[src/rtl/drive_led3x3_if.sv]
// Load channel between the result logic and the 3x3 LED driver.
// load is a one-cycle strobe with no backpressure: pattern_in/blink_in are
// captured on any edge where load=1, and load_ack pulses once when the
// captured pair becomes the displayed pattern.
interface drive_led3x3_if;
   logic [8:0] pattern_in;
   logic [8:0] blink_in;
   logic       load;
   logic       load_ack;

   modport master (output pattern_in, output blink_in, output load, input load_ack);
   modport slave  (input pattern_in, input blink_in, input load, output load_ack);
endinterface

[src/rtl/drive_led3x3.sv]
// Scanned 3x3 LED matrix driver: double-buffered pattern/blink mask,
// per-row blanking gap, frame-based blinking, fully registered pins.
module drive_led3x3 #(
   parameter int ROW_ON_CYCLES = 20,
   parameter int BLANK_CYCLES  = 2,
   parameter int BLINK_FRAMES  = 4
) (
   input  logic            CLOCK_50,
   input  logic            RST,
   drive_led3x3_if.slave   ctrl,
   output logic            frame_start,
   output logic [2:0]      LED_ROW_N,
   output logic [2:0]      LED_COL,
   output logic [2:0]      scan_state
);

   typedef enum logic {S_BLANK = 1'b0, S_ON = 1'b1} state_t;

   localparam logic [7:0] BLANK_LAST = 8'(BLANK_CYCLES - 1);
   localparam logic [7:0] ON_LAST    = 8'(ROW_ON_CYCLES - 1);
   localparam logic [7:0] BLINK_LAST = 8'(BLINK_FRAMES - 1);

   // Scan position describes the cycle the pins will show after the next edge.
   state_t     state, state_nx;
   logic [1:0] row, row_nx;
   logic [7:0] off, off_nx;

   logic [8:0] act_pat, act_blk, pend_pat, pend_blk;
   logic       pend, phase, first;
   logic [7:0] frame_cnt;

   logic       cycle0, on;
   logic [2:0] row_pat, row_blk, row_n_d, col_d;

   assign scan_state = {row, state};

   always_ff @(posedge CLOCK_50) begin
      if (RST) begin
         state <= S_BLANK;
         row   <= 2'd0;
         off   <= 8'd0;
      end else begin
         state <= state_nx;
         row   <= row_nx;
         off   <= off_nx;
      end
   end

   always_comb begin
      state_nx = state;
      row_nx   = row;
      off_nx   = off + 8'd1;
      if (row == 2'd3) begin
         state_nx = S_BLANK;
         row_nx   = 2'd0;
         off_nx   = 8'd0;
      end else begin
         case (state)
            S_BLANK: begin
               if (off == BLANK_LAST) begin
                  state_nx = S_ON;
                  off_nx   = 8'd0;
               end
            end
            S_ON: begin
               if (off == ON_LAST) begin
                  state_nx = S_BLANK;
                  off_nx   = 8'd0;
                  row_nx   = (row == 2'd2) ? 2'd0 : row + 2'd1;
               end
            end
            default: begin
               state_nx = S_BLANK;
               off_nx   = 8'd0;
            end
         endcase
      end
   end

   always_comb begin
      row_pat = 3'b000;
      row_blk = 3'b000;
      case (row)
         2'd0: begin row_pat = act_pat[2:0]; row_blk = act_blk[2:0]; end
         2'd1: begin row_pat = act_pat[5:3]; row_blk = act_blk[5:3]; end
         2'd2: begin row_pat = act_pat[8:6]; row_blk = act_blk[8:6]; end
         default: begin row_pat = 3'b000; row_blk = 3'b000; end
      endcase
      cycle0  = (state == S_BLANK) && (row == 2'd0) && (off == 8'd0);
      on      = (state == S_ON) && (row != 2'd3);
      row_n_d = 3'b111;
      col_d   = 3'b000;
      if (on) begin
         row_n_d = ~(3'b001 << row);
         col_d   = row_pat & ~(row_blk & {3{phase}});
      end
   end

   // The first cycle-0 after reset is not a frame end: no transfer, no blink tick.
   always_ff @(posedge CLOCK_50) begin
      if (RST) begin
         LED_ROW_N     <= 3'b111;
         LED_COL       <= 3'b000;
         frame_start   <= 1'b0;
         ctrl.load_ack <= 1'b0;
         act_pat       <= 9'd0;
         act_blk       <= 9'd0;
         pend_pat      <= 9'd0;
         pend_blk      <= 9'd0;
         pend          <= 1'b0;
         phase         <= 1'b0;
         frame_cnt     <= 8'd0;
         first         <= 1'b1;
      end else begin
         first         <= 1'b0;
         LED_ROW_N     <= row_n_d;
         LED_COL       <= col_d;
         frame_start   <= cycle0;
         ctrl.load_ack <= 1'b0;
         if (cycle0 && !first) begin
            if (ctrl.load || pend) begin
               act_pat       <= ctrl.load ? ctrl.pattern_in : pend_pat;
               act_blk       <= ctrl.load ? ctrl.blink_in : pend_blk;
               ctrl.load_ack <= 1'b1;
            end
            pend <= 1'b0;
            if (frame_cnt == BLINK_LAST) begin
               frame_cnt <= 8'd0;
               phase     <= ~phase;
            end else begin
               frame_cnt <= frame_cnt + 8'd1;
            end
         end else if (ctrl.load) begin
            pend_pat <= ctrl.pattern_in;
            pend_blk <= ctrl.blink_in;
            pend     <= 1'b1;
         end
      end
   end

endmodule

[src/flat_wrapper.sv]
// flat-port wrapper written by rule: the top's interface ports become plain ports
module drive_led3x3_flat 
#(
   parameter int ROW_ON_CYCLES = 20,
   parameter int BLANK_CYCLES  = 2,
   parameter int BLINK_FRAMES  = 4
)
  (CLOCK_50, RST, frame_start, LED_ROW_N, LED_COL, scan_state, ctrl_pattern_in, ctrl_blink_in, ctrl_load, ctrl_load_ack);
  drive_led3x3_if ctrl_i ();
  input  logic CLOCK_50;
  input  logic RST;
  output logic frame_start;
  output logic [2:0] LED_ROW_N;
  output logic [2:0] LED_COL;
  output logic [2:0] scan_state;
  input wire logic [$bits(ctrl_i.pattern_in)-1:0] ctrl_pattern_in;
  input wire logic [$bits(ctrl_i.blink_in)-1:0] ctrl_blink_in;
  input wire logic [$bits(ctrl_i.load)-1:0] ctrl_load;
  output wire logic [$bits(ctrl_i.load_ack)-1:0] ctrl_load_ack;
  assign ctrl_i.pattern_in = ctrl_pattern_in;
  assign ctrl_i.blink_in = ctrl_blink_in;
  assign ctrl_i.load = ctrl_load;
  assign ctrl_load_ack = ctrl_i.load_ack;
  drive_led3x3 #(.ROW_ON_CYCLES(ROW_ON_CYCLES), .BLANK_CYCLES(BLANK_CYCLES), .BLINK_FRAMES(BLINK_FRAMES)) u_core (.CLOCK_50(CLOCK_50), .RST(RST), .ctrl(ctrl_i), .frame_start(frame_start), .LED_ROW_N(LED_ROW_N), .LED_COL(LED_COL), .scan_state(scan_state));
endmodule
[config.mk]
export PLATFORM = sky130hd
export DESIGN_NAME = drive_led3x3_flat
export DESIGN_NICKNAME = d
export VERILOG_FILES = /design/src/rtl/drive_led3x3_if.sv /design/src/rtl/drive_led3x3.sv /design/src/flat_wrapper.sv
export SDC_FILE = /design/constraint.sdc
export NUM_CORES = 1
export LEC_CHECK = 0
export ABC_AREA = 1
export BUFFER_PORTS_ARGS = -buffer_cell sky130_fd_sc_hd__clkbuf_2
export CORE_MARGIN = 3
export CORE_UTILIZATION = 60
export DETAILED_ROUTE_END_ITERATION = 10
export HOLD_SLACK_MARGIN = 0.1
export PLACE_DENSITY_LB_ADDON = 0.25
export SLEW_MARGIN = 20
export SYNTH_ARGS = -nofsm -noshare
export SYNTH_HDL_FRONTEND = slang
export SYNTH_SLANG_ARGS = --single-unit
[constraint.sdc]
create_clock -name CLOCK_50 -period 3.9 [get_ports CLOCK_50]
set_input_delay 0.78 -clock CLOCK_50 [delete_from_list [all_inputs] [get_ports CLOCK_50]]
set_output_delay 0.78 -clock CLOCK_50 [all_outputs]
set_load 0.05 [all_outputs]
==> flow_metrics.py <==
metrics = {
    "synth": {
        "ys_top_cells_by_area": "dfxtp_1 43%, nand2_1 12%, inv_1 7.5%",
        "synthMuxAreaShare_pct": 0,
        "yosysMostFrequentCell": "nand2_1",
        "synth_ff_type": "dfxtp_1",
        "synth_xor_xnor_area_share_pct": 2.86,
        "synth_compound_area_share_pct": 9.19,
        "async_flop_share_pct": 0,
        "yosys.area_share.adder_pct": 1.63,
        "ys_ff_latch": 66,
        "synth_common_cells": "100 x nand2_1, 66 x dfxtp_1, 61 x inv_1",
        "yosysWarnings": 0,
        "synth-edff-count": 0,
        "yosys.area_share.simple_pct": 32.3,
        "avgSynthCellArea_sq_um": 7.16,
        "synth_top_family_by_area": "simple AND/OR/NAND/NOR gates",
        "seq_area_frac_synth_pct": 43.1,
        "synth_nets": 453,
        "syn_inst": 428,
        "yosys.area.top_type": "dfxtp_1",
        "netlist.area_leader.share_pct": 43.1,
        "synthesis.area_sq_mm": 0.00306,
        "synth_cell_types": 33,
    },
    "detailed_routing": {
        "drt_wl_total_um": 6170,
        "drtIter0Drc": 139,
        "vias_per_cell": 5.04,
        "dr.pass1.iters": 4,
        "avgRoutedWirePerCell_um": 11.8,
        "drc_errors": 0,
        "ant_nets": 0,
        "vias": 2646,
    },
    "clocking": {
        "clkSlewWorstSetupHoldPaths_ns": 0.07,
        "cts.sinks": 66,
        "cts_tree": "built",
        "cts-root-buf": "clkbuf_8",
        "htreeDepth": 3,
        "clk_latency_ns": 0.33,
        "clock_path_buffers": 2,
        "postCtsHoldBufs": 0,
        "cts_resized": 0,
        "cts_buffers": 9,
        "postCtsSetupRepairBufs": 0,
    },
    "sta": {
        "layout_setup_ws_ns": 1.71,
        "relSlewSlack_pct": 50.2,
        "layout_min_cycle_time_ns": 2.19,
        "worst-slew-pin-transition_ns": 0.747,
        "drv_slew": 0,
        "fmax_ghz": 0.456,
        "clock_skew_ns": 0.00756,
        "timing.final.hold_violations": 0,
        "rsz0062_at_grt": "no",
        "fin_setup_tns_ns": 0,
        "fin_crit_sh_pct": 56.2,
        "worst_hold_slack_ns": 0.456,
        "finalSetupViolCount": 0,
    },
    "final_layout": {
        "fin_util_pct": 70.1,
        "diodes": 0,
        "nets": 479,
        "nFillCells": 429,
        "register_area_sq_mm": 0.00132,
        "syn2layout_area_growth_pct": 10.2,
        "drive_above_1_share_pct": 16.2,
        "design_area_sq_mm": 0.00337,
        "multi_input_area_sq_mm": 0.00141,
    },
    "global_route": {
        "grt_pass1_wl_um": 11000,
        "antenna_found_initial": 0,
        "grt-ovfl-total": 0,
        "grt_usage_pct": 22.8,
        "grt_max_degree": 27,
        "grt_pass1_vias": 2552,
    },
    "floorplan": {
        "die_h_um": 77.5,
        "io-pin-count": 32,
        "die_w_um": 77.5,
        "die_area_sq_mm": 0.00600,
        "core-area_sq_mm": 0.00482,
        "start_util_pct": 63.6,
        "row_count": 25,
    },
    "worst_setup_path": {
        "critical_path_class": "input port to flop",
        "required_ns": 4.17,
        "crit_fanout": 22,
        "worst_setup_path_end_kind": "flop",
        "worstRegToRegCells": 6,
        "worstPathArrival_ns": 2.46,
        "start_kind": "input port",
    },
    "placement": {
        "post-place-ws_ns": 1.34,
        "dpl_cell_area_sq_mm": 0.00320,
        "port_buffers": 31,
        "dp_hpwl_um": 4290,
        "gp_congestion": 0.836,
    },
    "worst_hold_path": {
        "worstHoldPathCells": 2,
        "hold_class": "flop to flop",
    },
    "run": {
        "max_cap_viol_count": 0,
    },
    "power": {
        "p_leak_nw": 1.62,
        "vdd_drop_max_v": 0.000267,
        "p_per_area_mw_per_mm2": 476,
    },
    "run_status": {
        "status": "complete, no violations",
    },
}
[worst max-delay path, stage by stage]
cell	delay [ns]
clkbuf_2	0.15
inv_1	0.46
nand2_1	0.58
inv_1	0.33
nand2_1	0.09
nand2_1	0.06
[state kept, by name (all words and copies together) (netlist names)]
name / flops
u_core.pend_blk: 9
u_core.off: 8
u_core.frame_start: 1
u_core.act_pat: 9
u_core.LED_ROW_N: 3
u_core.pend: 1
u_core.ctrl.load_ack: 1
u_core.LED_COL: 3
u_core.phase: 1
u_core.frame_cnt: 8
u_core.state: 1
u_core.pend_pat: 9
u_core.row: 2
u_core.act_blk: 9
u_core.first: 1
[power breakdown]
group | switching [mW] | leakage (nW) | internal (mW)
Combinational | 0.219 | 0.983 | 0.106
Clock | 0.243 | 0.0920 | 0.259
Sequential | 0.0330 | 0.541 | 0.745
[per-stage QoR]
stage	cells	power, mW
after floorplan	428	1.06
after global placement	510	1.10
after detailed placement	510	1.12
after CTS	525	1.61
after global routing	525	1.69
final	525	1.61
[logic make-up after synthesis]
logic type / Yosys count
AOI/OAI and AO/OA: 53
xor gates and xnor gates: 10
adders and majority gates: 4
buffers and inverters: 79
DFF: 66
and+or+nand+nor: 216
[final timing paths]
kind | start | endpoint | slack, ns
hold / removal | u_core.pend_pat[2] | u_core.pend_pat[2] | 0.46
hold reg to reg | u_core.pend_pat[2] | u_core.pend_pat[2] | 0.46
setup / recovery | RST | u_core.frame_cnt[0] | 1.71
setup reg to reg | u_core.first | u_core.frame_cnt[0] | 1.74
[placed cells by master, fill, tap and decap left out, types with 3 or more instances in the layout]
cell type,netlist,final
nand2_1,100,100
dfxtp_1,66,66
inv_1,61,61
nor2_1,56,56
o21ai_0,39,39
clkbuf_2,1,31
nand4_1,21,21
or2_2,18,18
clkbuf_8,0,11
nand3_1,9,9
o21ai_1,7,7
xor2_1,7,7
nor2_4,4,4
ha_1,4,4
xnor2_1,3,3
clkinv_2,0,3
[routing by layer]
layer	wire [um]	vias to the layer above	track usage [%]	share of wire, %
met4	87	0	9.07	1.4
li1	-	1387	-	-
met5	0	-	0	0
met3	257	11	3.94	4.2
met1	2870	1195	28.1	46
met2	2960	53	39.4	48
[layout make-up]
cell class                      instances  area share, %
Tap cell                               67           2.48
Inverter                               63           7.01
Clock inverter                          3          0.445
Sequential cell                        66           39.2
Clock buffer                           12           4.60
Timing Repair Buffer                   31           4.60
Multi-Input combinational cell        283           41.7
No activity file was read; power rests on OpenSTA's default activity.
